--- src/rtl/fixed_arith_pkg.sv ---
// Shared types and constant helpers for the fixed-point add/subtract scheduler.
package fixed_arith_pkg;

    // Opcode carried with every request: 0 adds, 1 subtracts b from a.
    typedef enum logic {
        OP_ADD = 1'b0,
        OP_SUB = 1'b1
    } fixed_op_t;

    // Width of a requester index; never narrower than one bit.
    function automatic int idw_of(input int n_req);
        return (n_req > 1) ? $clog2(n_req) : 1;
    endfunction

    // Largest representable signed value for a given width (0x7F.. pattern).
    function automatic longint sat_max(input int bits);
        return (longint'(1) <<< (bits - 1)) - longint'(1);
    endfunction

    // Smallest representable signed value for a given width (0x80.. pattern).
    function automatic longint sat_min(input int bits);
        return -(longint'(1) <<< (bits - 1));
    endfunction

endpackage

--- src/rtl/fixed_addsub_core.sv ---
// Registered signed add/subtract with tag pass-through, overflow flag and
// optional saturation. The output register is the second pipeline stage.
module fixed_addsub_core
    import fixed_arith_pkg::*;
#(
    parameter int    BITS      = 8,
    parameter string PRECISION = "FIXED_4_4",
    parameter int    SATURATE  = 0,
    parameter int    IDW       = 2
) (
    input  logic                   clk,
    input  logic                   rst_n,
    input  logic                   i_in_valid,
    output logic                   o_in_ready,
    input  logic [IDW-1:0]         i_in_id,
    input  fixed_op_t              i_in_op,
    input  logic signed [BITS-1:0] i_in_a,
    input  logic signed [BITS-1:0] i_in_b,
    output logic                   o_out_valid,
    input  logic                   i_out_ready,
    output logic [IDW-1:0]         o_out_id,
    output logic signed [BITS-1:0] o_out_c,
    output logic                   o_out_ovf
);

    localparam logic signed [BITS-1:0] C_MAX = BITS'(sat_max(BITS));
    localparam logic signed [BITS-1:0] C_MIN = BITS'(sat_min(BITS));

    // The format label only documents how callers interpret the bits.
    generate
        if (PRECISION == "") begin : g_unlabelled_format
        end
    endgenerate

    // Reduce a BITS+1 wide result to BITS: clamp when saturating, else wrap.
    function automatic logic signed [BITS-1:0] f_saturate(input logic signed [BITS:0] s);
        if ((SATURATE != 0) && (s[BITS] ^ s[BITS-1])) begin
            return s[BITS] ? C_MIN : C_MAX;
        end
        return s[BITS-1:0];
    endfunction

    logic                   w_in_ready;
    logic signed [BITS:0]   w_sum;
    logic                   w_ovf;
    logic signed [BITS-1:0] w_c;

    logic                   r_vld_p2;
    logic [IDW-1:0]         r_id_p2;
    logic signed [BITS-1:0] r_c_p2;
    logic                   r_ovf_p2;

    // The register can take a new op when empty or when its result leaves now.
    assign w_in_ready = !r_vld_p2 || i_out_ready;

    // One extra bit of headroom makes overflow a simple sign-bit disagreement.
    always_comb begin
        w_sum = '0;
        if (i_in_op == OP_SUB) begin
            w_sum = {i_in_a[BITS-1], i_in_a} - {i_in_b[BITS-1], i_in_b};
        end else begin
            w_sum = {i_in_a[BITS-1], i_in_a} + {i_in_b[BITS-1], i_in_b};
        end
        w_ovf = w_sum[BITS] ^ w_sum[BITS-1];
        w_c   = f_saturate(w_sum);
    end

    // ---- stage 2: result register; held bit-stable while backpressured ----
    always_ff @(posedge clk or negedge rst_n) begin
        if (!rst_n) begin
            r_vld_p2 <= 1'b0;
            r_id_p2  <= '0;
            r_c_p2   <= '0;
            r_ovf_p2 <= 1'b0;
        end else if (w_in_ready) begin
            r_vld_p2 <= i_in_valid;
            if (i_in_valid) begin
                r_id_p2  <= i_in_id;
                r_c_p2   <= w_c;
                r_ovf_p2 <= w_ovf;
            end
        end
    end

    assign o_in_ready  = w_in_ready;
    assign o_out_valid = r_vld_p2;
    assign o_out_id    = r_id_p2;
    assign o_out_c     = r_c_p2;
    assign o_out_ovf   = r_ovf_p2;

endmodule

--- src/rtl/fixed_addsub_scheduler.sv ---
// Round-robin front end sharing one registered add/subtract core among
// N_REQ requesters; results come back tagged with the requester index.
module fixed_addsub_scheduler
    import fixed_arith_pkg::*;
#(
    parameter int    BITS      = 8,
    parameter string PRECISION = "FIXED_4_4",
    parameter int    N_REQ     = 4,
    parameter int    SATURATE  = 0,
    localparam int   IDW       = idw_of(N_REQ)
) (
    input  logic                    clk,
    input  logic                    rst_n,
    input  logic [N_REQ-1:0]        req_valid,
    output logic [N_REQ-1:0]        req_ready,
    input  logic [N_REQ-1:0]        req_op,
    input  logic [N_REQ*BITS-1:0]   req_a,
    input  logic [N_REQ*BITS-1:0]   req_b,
    output logic                    res_valid,
    input  logic                    res_ready,
    output logic [IDW-1:0]          res_id,
    output logic signed [BITS-1:0]  res_c,
    output logic                    res_ovf
);

    logic                   w_gnt_found;
    logic [IDW-1:0]         w_gnt_idx;
    logic                   w_core_ready;
    logic                   w_s1_adv;
    logic                   w_accept;

    logic [IDW-1:0]         r_last_grant;
    logic                   r_vld_p1;
    logic [IDW-1:0]         r_id_p1;
    fixed_op_t              r_op_p1;
    logic signed [BITS-1:0] r_a_p1;
    logic signed [BITS-1:0] r_b_p1;

    // Search for the first valid requester starting one past the last grant.
    always_comb begin
        logic [IDW:0] v_sum;
        v_sum       = '0;
        w_gnt_found = 1'b0;
        w_gnt_idx   = '0;
        for (int k = 1; k <= N_REQ; k++) begin
            v_sum = {1'b0, r_last_grant} + (IDW+1)'(k);
            if (v_sum >= (IDW+1)'(N_REQ)) begin
                v_sum = v_sum - (IDW+1)'(N_REQ);
            end
            if (!w_gnt_found && req_valid[v_sum[IDW-1:0]]) begin
                w_gnt_found = 1'b1;
                w_gnt_idx   = v_sum[IDW-1:0];
            end
        end
    end

    // Stage 1 moves when empty or when the core takes its op this cycle;
    // ready is forced low while reset is asserted.
    always_comb begin
        w_s1_adv  = !r_vld_p1 || w_core_ready;
        w_accept  = rst_n && w_gnt_found && w_s1_adv;
        req_ready = '0;
        if (w_accept) begin
            req_ready = N_REQ'(1) << w_gnt_idx;
        end
    end

    // Arbitration pointer and stage-1 occupancy; the pointer moves only on accepts.
    always_ff @(posedge clk or negedge rst_n) begin
        if (!rst_n) begin
            r_last_grant <= IDW'(N_REQ - 1);
            r_vld_p1     <= 1'b0;
        end else begin
            if (w_accept) begin
                r_last_grant <= w_gnt_idx;
            end
            if (w_s1_adv) begin
                r_vld_p1 <= w_accept;
            end
        end
    end

    // ---- stage 1: issue register, loaded from the granted requester ----
    always_ff @(posedge clk) begin
        if (w_accept) begin
            r_id_p1 <= w_gnt_idx;
            r_op_p1 <= fixed_op_t'(req_op[w_gnt_idx]);
            r_a_p1  <= req_a[w_gnt_idx*BITS +: BITS];
            r_b_p1  <= req_b[w_gnt_idx*BITS +: BITS];
        end
    end

    fixed_addsub_core #(
        .BITS      (BITS),
        .PRECISION (PRECISION),
        .SATURATE  (SATURATE),
        .IDW       (IDW)
    ) u_core (
        .clk         (clk),
        .rst_n       (rst_n),
        .i_in_valid  (r_vld_p1),
        .o_in_ready  (w_core_ready),
        .i_in_id     (r_id_p1),
        .i_in_op     (r_op_p1),
        .i_in_a      (r_a_p1),
        .i_in_b      (r_b_p1),
        .o_out_valid (res_valid),
        .i_out_ready (res_ready),
        .o_out_id    (res_id),
        .o_out_c     (res_c),
        .o_out_ovf   (res_ovf)
    );

endmodule

--- config.mk ---
export PLATFORM = sky130hd
export DESIGN_NAME = fixed_addsub_scheduler
export DESIGN_NICKNAME = d
export VERILOG_FILES = /design/src/rtl/fixed_arith_pkg.sv /design/src/rtl/fixed_addsub_core.sv /design/src/rtl/fixed_addsub_scheduler.sv
export SDC_FILE = /design/constraint.sdc
export NUM_CORES = 1
export LEC_CHECK = 0
export CORE_MARGIN = 5
export CORE_UTILIZATION = 39
export DETAILED_ROUTE_END_ITERATION = 8
export GPL_ROUTABILITY_DRIVEN = 1
export PLACE_DENSITY = 0.72
export RECOVER_POWER = 50
export SYNTH_ARGS = -nofsm -noshare
export SYNTH_HDL_FRONTEND = slang
export SYNTH_SLANG_ARGS = --single-unit
--- constraint.sdc ---
create_clock -name clk -period 2.94 [get_ports clk]
set_input_delay 0.294 -clock clk [delete_from_list [all_inputs] [get_ports clk]]
set_output_delay 0.294 -clock clk [all_outputs]
set_load 0.005 [all_outputs]
# Yosys cells after proc, flatten, opt, wreduce, memory -nomap -nowiden
# Cells that the tools add are included.
dict set report word_totals {
  ff_bits 34
  latch_bits 0
  mem_bits_rw 0
  rom_bits 0
  inputBits 75
  out_inout_bits 16
  wordCells 70
  n_memories 0
}
dict set report classes {
  n_addsub 10
  n_mul 0
  div_mod_pow 0
  n_lt_le_gt_ge 9
  eq_ne 0
  shifts 3
  muxes 24
  bitwise_logic 1
  n_reduce_logical 13
}
# operator n
set ops {}
lappend ops {{32-bit by 6-bit indexed part select with 8-bit output} 2}
lappend ops {{2-bit two-way mux} 8}
lappend ops {{2-bit by 3-bit less-than comparator with 1-bit output, second input constant} 5}
lappend ops {{3-bit greater-or-equal comparator, second input constant} 4}
lappend ops {{1-bit binary-select mux with 2-bit select} 5}
lappend ops {{8-bit by 8-bit adder with 9-bit output} 1}
lappend ops {{1-bit two-way mux} 9}
lappend ops {{9-bit two-way mux} 1}
lappend ops {{8-bit by 8-bit subtractor with 9-bit output} 1}
lappend ops {{2-bit by 1-bit subtractor with 2-bit output, second input constant} 4}
lappend ops {{2-bit by 2-bit adder with 3-bit output, second input constant} 2}
lappend ops {{1-bit logical AND} 5}
lappend ops {{1-bit logical NOT} 5}
lappend ops {{4-bit two-way mux} 1}
lappend ops {{1-bit by 2-bit left shift with 4-bit output, first input constant} 1}
lappend ops {{2-bit by 1-bit adder with 3-bit output, second input constant} 1}
lappend ops {{2-bit by 3-bit adder with 3-bit output, second input constant} 1}
lappend ops {{1-bit logical OR} 2}
lappend ops {{2-bit AND reduction} 1}
lappend ops {{1-bit bitwise XOR} 1}

# Depth between registers and ports, before layout
dict set report depth {
  depth_word 18
  ltp_mapped 12
  depth_no_buf 12
}

# Hierarchy
# From an unflattened synthesis, not the netlist that was laid out.
dict set report hier_totals {
  hier_cells 248
  area_unflattened_um2 2372.3
}
# mod n_inst cells_per_inst area_per_inst_um2 seq_area_each_um2
set modules_own_cells {}
lappend modules_own_cells {fixed_addsub_scheduler 1 147 1423.9 648.1}
lappend modules_own_cells {fixed_addsub_core 1 101 948.4 300.3}

# Worst setup path before layout
# OpenSTA, ideal clock, no wires.
dict set report synth_path {
  path_type {register to register}
  startpoint {reg r_b_p1[0]}
  endpoint {reg u_core.r_ovf_p2 (netlist: u_core.o_out_ovf)}
  setup_ns 0.125
  t_arrival_ns 2.385
  required_ns 2.815
  slack_ns 0.430
  path_stages_with_launch 13
  path_buffers 0
  synth_period_minus_slack_ns 2.510
  cell_sequence {edfxtp_1 inv_1 ha_1 nor3b_1 nor2_1 xnor2_1 ha_1 a21oi_2 nor2b_1 o311a_1 a311oi_2 xnor2_1 o21ai_1}
}
dict set report synth_via {
  elab_chain_len 3
  elab_cells_between_ends 4
  classes_between {2 x add/sub; 1 x mux; 1 x bitwise}
}
# item line_no
set synth_rtl {}
lappend synth_rtl {{start: declaration} fixed_addsub_scheduler.sv:37} ;# logic signed [BITS-1:0] r_b_p1;
lappend synth_rtl {{start signal: assignment} fixed_addsub_scheduler.sv:89} ;# r_b_p1 <= req_b[w_gnt_idx*BITS +: BITS];
lappend synth_rtl {{8-bit by 8-bit adder with 9-bit output or 8-bit by 8-bit subtractor with 9-bit output (tied branches)} {fixed_addsub_core.sv:62, fixed_addsub_core.sv:60}}
lappend synth_rtl {{9-bit two-way mux *} fixed_addsub_core.sv:59} ;# if (i_in_op == OP_SUB) begin
lappend synth_rtl {{1-bit bitwise XOR *} fixed_addsub_core.sv:64} ;# w_ovf = w_sum[BITS] ^ w_sum[BITS-1];
lappend synth_rtl {{end signal: assignment} fixed_addsub_core.sv:80} ;# r_ovf_p2 <= w_ovf;
lappend synth_rtl {{end: declaration} fixed_addsub_core.sv:51} ;# logic r_ovf_p2;
# Mark *: on every way between the ends. The rest lies on a longest branch, timed or not.
# A chain may end at the register's enable or synchronous reset.

# Final worst setup path
dict set report layout_path {
  startpoint {reg r_last_grant[1]}
  endpoint {out req_ready[0]}
}
dict set report layout_via {
  elab_cells_between_ends 42
  classes_between {8 x add/sub; 4 x order compare; 1 x shift; 21 x mux; 8 x reduce/logical}
}
# item line_no
set layout_lines {}
lappend layout_lines {{start: declaration} fixed_addsub_scheduler.sv:32} ;# logic [IDW-1:0] r_last_grant;
lappend layout_lines {{start signal: assignment} fixed_addsub_scheduler.sv:71} ;# r_last_grant <= IDW'(N_REQ - 1);
lappend layout_lines {{start signal: assignment} fixed_addsub_scheduler.sv:75} ;# r_last_grant <= w_gnt_idx;
lappend layout_lines {{2-bit by 1-bit adder with 3-bit output} fixed_addsub_scheduler.sv:46} ;# v_sum = {1'b0, r_last_grant} + (IDW+1)'(k);
lappend layout_lines {{3-bit greater-or-equal comparator or 2-bit by 1-bit subtractor with 2-bit output (tied branches)} {fixed_addsub_scheduler.sv:47, fixed_addsub_scheduler.sv:48}}
lappend layout_lines {{2-bit two-way mux} fixed_addsub_scheduler.sv:47} ;# if (v_sum >= (IDW+1)'(N_REQ)) begin
lappend layout_lines {{1-bit binary-select mux with 2-bit select} fixed_addsub_scheduler.sv:50} ;# if (!w_gnt_found && req_valid[v_sum[IDW-1:0]]) begin
lappend layout_lines {{1-bit two-way mux (not written as such)} fixed_addsub_scheduler.sv:50}
lappend layout_lines {{1-bit two-way mux} fixed_addsub_scheduler.sv:50}
lappend layout_lines {{1-bit logical NOT} fixed_addsub_scheduler.sv:50}
lappend layout_lines {{1-bit logical AND} fixed_addsub_scheduler.sv:50}
lappend layout_lines {{[2 not listed]} -}
lappend layout_lines {{1-bit logical AND} fixed_addsub_scheduler.sv:50}
lappend layout_lines {{1-bit two-way mux} fixed_addsub_scheduler.sv:50}
lappend layout_lines {{1-bit logical NOT} fixed_addsub_scheduler.sv:50}
lappend layout_lines {{1-bit logical AND} fixed_addsub_scheduler.sv:50}
lappend layout_lines {{2-bit two-way mux *} fixed_addsub_scheduler.sv:50}
lappend layout_lines {{net w_gnt_idx[0]} fixed_addsub_scheduler.sv:27} ;# logic [IDW-1:0] w_gnt_idx;
lappend layout_lines {{1-bit by 2-bit left shift with 4-bit output *} fixed_addsub_scheduler.sv:64} ;# req_ready = N_REQ'(1) << w_gnt_idx;
lappend layout_lines {{4-bit two-way mux *} fixed_addsub_scheduler.sv:63} ;# if (w_accept) begin
lappend layout_lines {{end: declaration} fixed_addsub_scheduler.sv:15} ;# output logic [N_REQ-1:0] req_ready,
# The timed path passes the listed nets; every way through them passes the cells marked *. The select of a mux whose other input is x is not followed.

==> impl_metrics.yaml <==
status:
  status: "finished clean"
timing:
  rsz0062_at_grt: "false"
  fmax_mhz: 359
  final.setup.tns_ns: 0
  skew_ns: 0.00343
  finalHoldViolCount: 0
  finalSetupViolations: 0
  worstMarginPinSlew_ns: 0.802
  relSlewSlack_pct: 46.5
  period_minus_slack_ns: 2.78
  maxSlewViolCount: 0
  post-route-period-util_pct: 94.6
synthesis:
  synth_warnings: 0
  synthFlopType: "edfxtp_1"
  synth_top_area_cell: "edfxtp_1"
  postSynthAreaPerCell_um2: 10.2
  synthCells: 233
  syn_nets: 318
  yosysSeqAreaShare_pct: 40.0
  async_flop_share_pct: 44.1
  synth_top_area_share_pct: 24.1
  synth.distinct_cells: 42
  ys_ff_latch: 34
  synth_area_um2: 2370
  ys_top_cells_by_area: "edfxtp_1 24%, dfrtp_1 14%, mux2i_1 7.6%"
  synth-edff-count: 19
final_layout:
  drive_gt1_share_pct: 8.90
  syn_to_final_growth_pct: 45.4
  antenna_cells: 0
  fin_util_pct: 58.3
  stdcell_area_um2: 3450
  layout.nets: 410
die:
  core_area_um2: 5920
  die_h_um: 88.0
  rows: 28
  ios: 91
  die_x_um: 88.0
  start_util_pct: 40.1
  die_area_um2: 7740
global_route:
  antenna_found_initial: 0
  grt.total_usage_pct: 13.7
  gr-total-overflow: 0
  grt_max_degree: 46
  grt_pass1_vias: 1877
  grt_pass1_wl_mm: 8.34
routing:
  drt_pass1_iterations: 4
  ant_nets: 0
  drt-initial-drc-count: 98
  num_vias: 1973
  wl_per_cell_um: 12.8
  drc: 0
  vias_per_cell: 4.92
  wl_mm: 5.12
worst_setup_path:
  startpoint_type: "flip-flop"
  critical_path.reg2reg.endpoint: "u_core.o_out_ovf$_DFFE_PN0P_"
  worstPathArrival_ns: 2.49
  worstSetupPathType: "reg2out"
  worst-r2r-cell-count: 9
  critPathMaxFanout: 6
  reg2reg_from: "r_b_p1[2]$_DFFE_PP_"
  endpoint_kind: "output pin"
  crit_start: "r_last_grant[1]$_DFFE_PN1P_"
  rrSetupSlack_ns: 0.28
  worst_ep_required_time_ns: 2.65
min_path:
  min_path_type: "reg2reg"
  min_to: "u_core.o_out_c[0]$_DFFE_PN0P_"
  min-delay-start: "u_core.o_out_c[0]$_DFFE_PN0P_"
  whs_path_depth: 2
placement:
  io_buffers: 90
  gp_congestion: 0.898
  hpwl_mm: 4.31
  place_area_um2: 3330
power_and_ir_drop:
  ir_drop_v: 0.000357
  powerDensity_nw_per_um2: 652
  p_switching_w: 0.000755
  clock_power_share_pct: 18.6
  power_leakage_nw: 1.35
  combPwrFrac_pct: 48.5
  intPower_w: 0.00150
  switching_share_pct: 33.5
  p_seq_share_pct: 32.8
  power.total_w: 0.00225
clock_network:
  cts_sinks: 34
  clock_latency_ns: 0.28
  cts_buffers: 5
  cts.htree.levels: 2
  cts_tree: "built"
  path_clk_slew_ns: 0.07
  cts_max_path_buffers: 2
  cts-root-buf: "clkbuf_8"
flow_run:
  drv_cap: 0
## cell families after synthesis
logic type / count (synthesis) / share of synthesized area, %
mux: 23 / 9.97
buf+inv: 22 / 5.75
simple gates: 59 / 13.5
xor+xnor: 14 / 5.17
flops: 34 / 40.0
fa+ha+maj: 10 / 5.59
compound gates: 71 / 20.0
## critical path: stages, from the launching register on
cell             delay, ns
dfstp_2               0.62
mux2_2                0.38
a221oi_4              0.36
inv_1                 0.14
nor3b_2               0.19
clkdlybuf4s50_1       0.53
## synthesized netlist by cell type (2+ instances only)
master and number:
a211oi_1 20, nor2_1 12, nand2_1 14, buf_2 4, o21bai_1 2, nor3b_1 2, buf_6 6, edfxtp_1 19
nand2b_1 4, nor3_1 2, dfrtp_1 13, a21oi_1 27, ha_1 9, xor2_1 2, dfstp_2 2, mux2i_1 18
inv_1 11, nor2b_1 14, mux2_2 5, o21ai_0 9, xnor2_1 12, and2b_1 6
## state kept, by name (all words and copies together) (netlist names)
signal / flops
r_a_p1: 8
r_b_p1: 8
u_core.o_out_c: 8
r_id_p1: 2
r_last_grant: 2
u_core.o_out_id: 2
r_op_p1: 1
r_vld_p1: 1
u_core.o_out_ovf: 1
u_core.o_out_valid: 1
## per-layer routing
layer  track usage (%)  share of wire, %  wire [um]  up-vias
li1                  -                 -          -     1035
met1              17.5                45       2300      869
met2              21.7                45       2310       62
met3              4.99               8.9        458        7
met4              3.91               1.2         59        0
met5                 0                 0          0        -
## power groups by stage
stage	Combinational [W]	Sequential [W]	Clock, W
after floorplan	0.000763	0.000738	0
after global routing	0.00122	0.000757	0.000453
after global placement	0.00110	0.000746	0
final	0.00109	0.000738	0.000419
after CTS	0.00112	0.000743	0.000430
after detailed placement	0.00112	0.000752	0
## cell usage in the layout (no fill, tap or decap), types with 9 or more instances in the layout
cell	instances
mux2i_1	18
edfxtp_1	19
inv_1	11
xnor2_1	12
a211oi_1	20
o21ai_0	9
dfrtp_1	13
a21oi_1	26
nor2b_1	14
nand2_1	15
clkdlybuf4s50_1	76
dlygate4sd3_1	14
nor2_1	12
ha_1	9
## final cells by class
cell class / instances / area [um2]
well taps: 75 / 93.8
fillers: 558 / 2470
repair buffers: 96 / 951
inverters: 11 / 41.3
flip-flops and latches: 34 / 948
clock inverters: 2 / 37.5
multi-input cells: 177 / 1310
clock buffers: 6 / 72.6
## worst max-delay path by stage
stage	endpoint	slack, ns
floorplan	u_core.o_out_ovf$_DFFE_PN0P_	0.43
global placement	u_core.o_out_ovf$_DFFE_PN0P_	0.28
detailed placement	u_core.o_out_ovf$_DFFE_PN0P_	0.25
CTS	req_ready[0]	0.10
global route	req_ready[0]	0.07
finish	req_ready[0]	0.16
## repair_timing
item,4_1_cts,5_1_grt
resized for setup,0,1
buffers inserted,0,2
hold buffers,0,0
endpoints found under the setup margin,0,2
## metrics by stage
stage	setup WS [ns]	std cells	hold WS, ns
CTS	0.101	399	0.432
detailed placement	0.250	391	0.470
global placement	0.281	391	0.462
finish	0.158	401	0.472
floorplan	0.430	233	-0.00159
global route	0.0698	401	0.501
No activity file was read; power rests on OpenSTA's default activity.
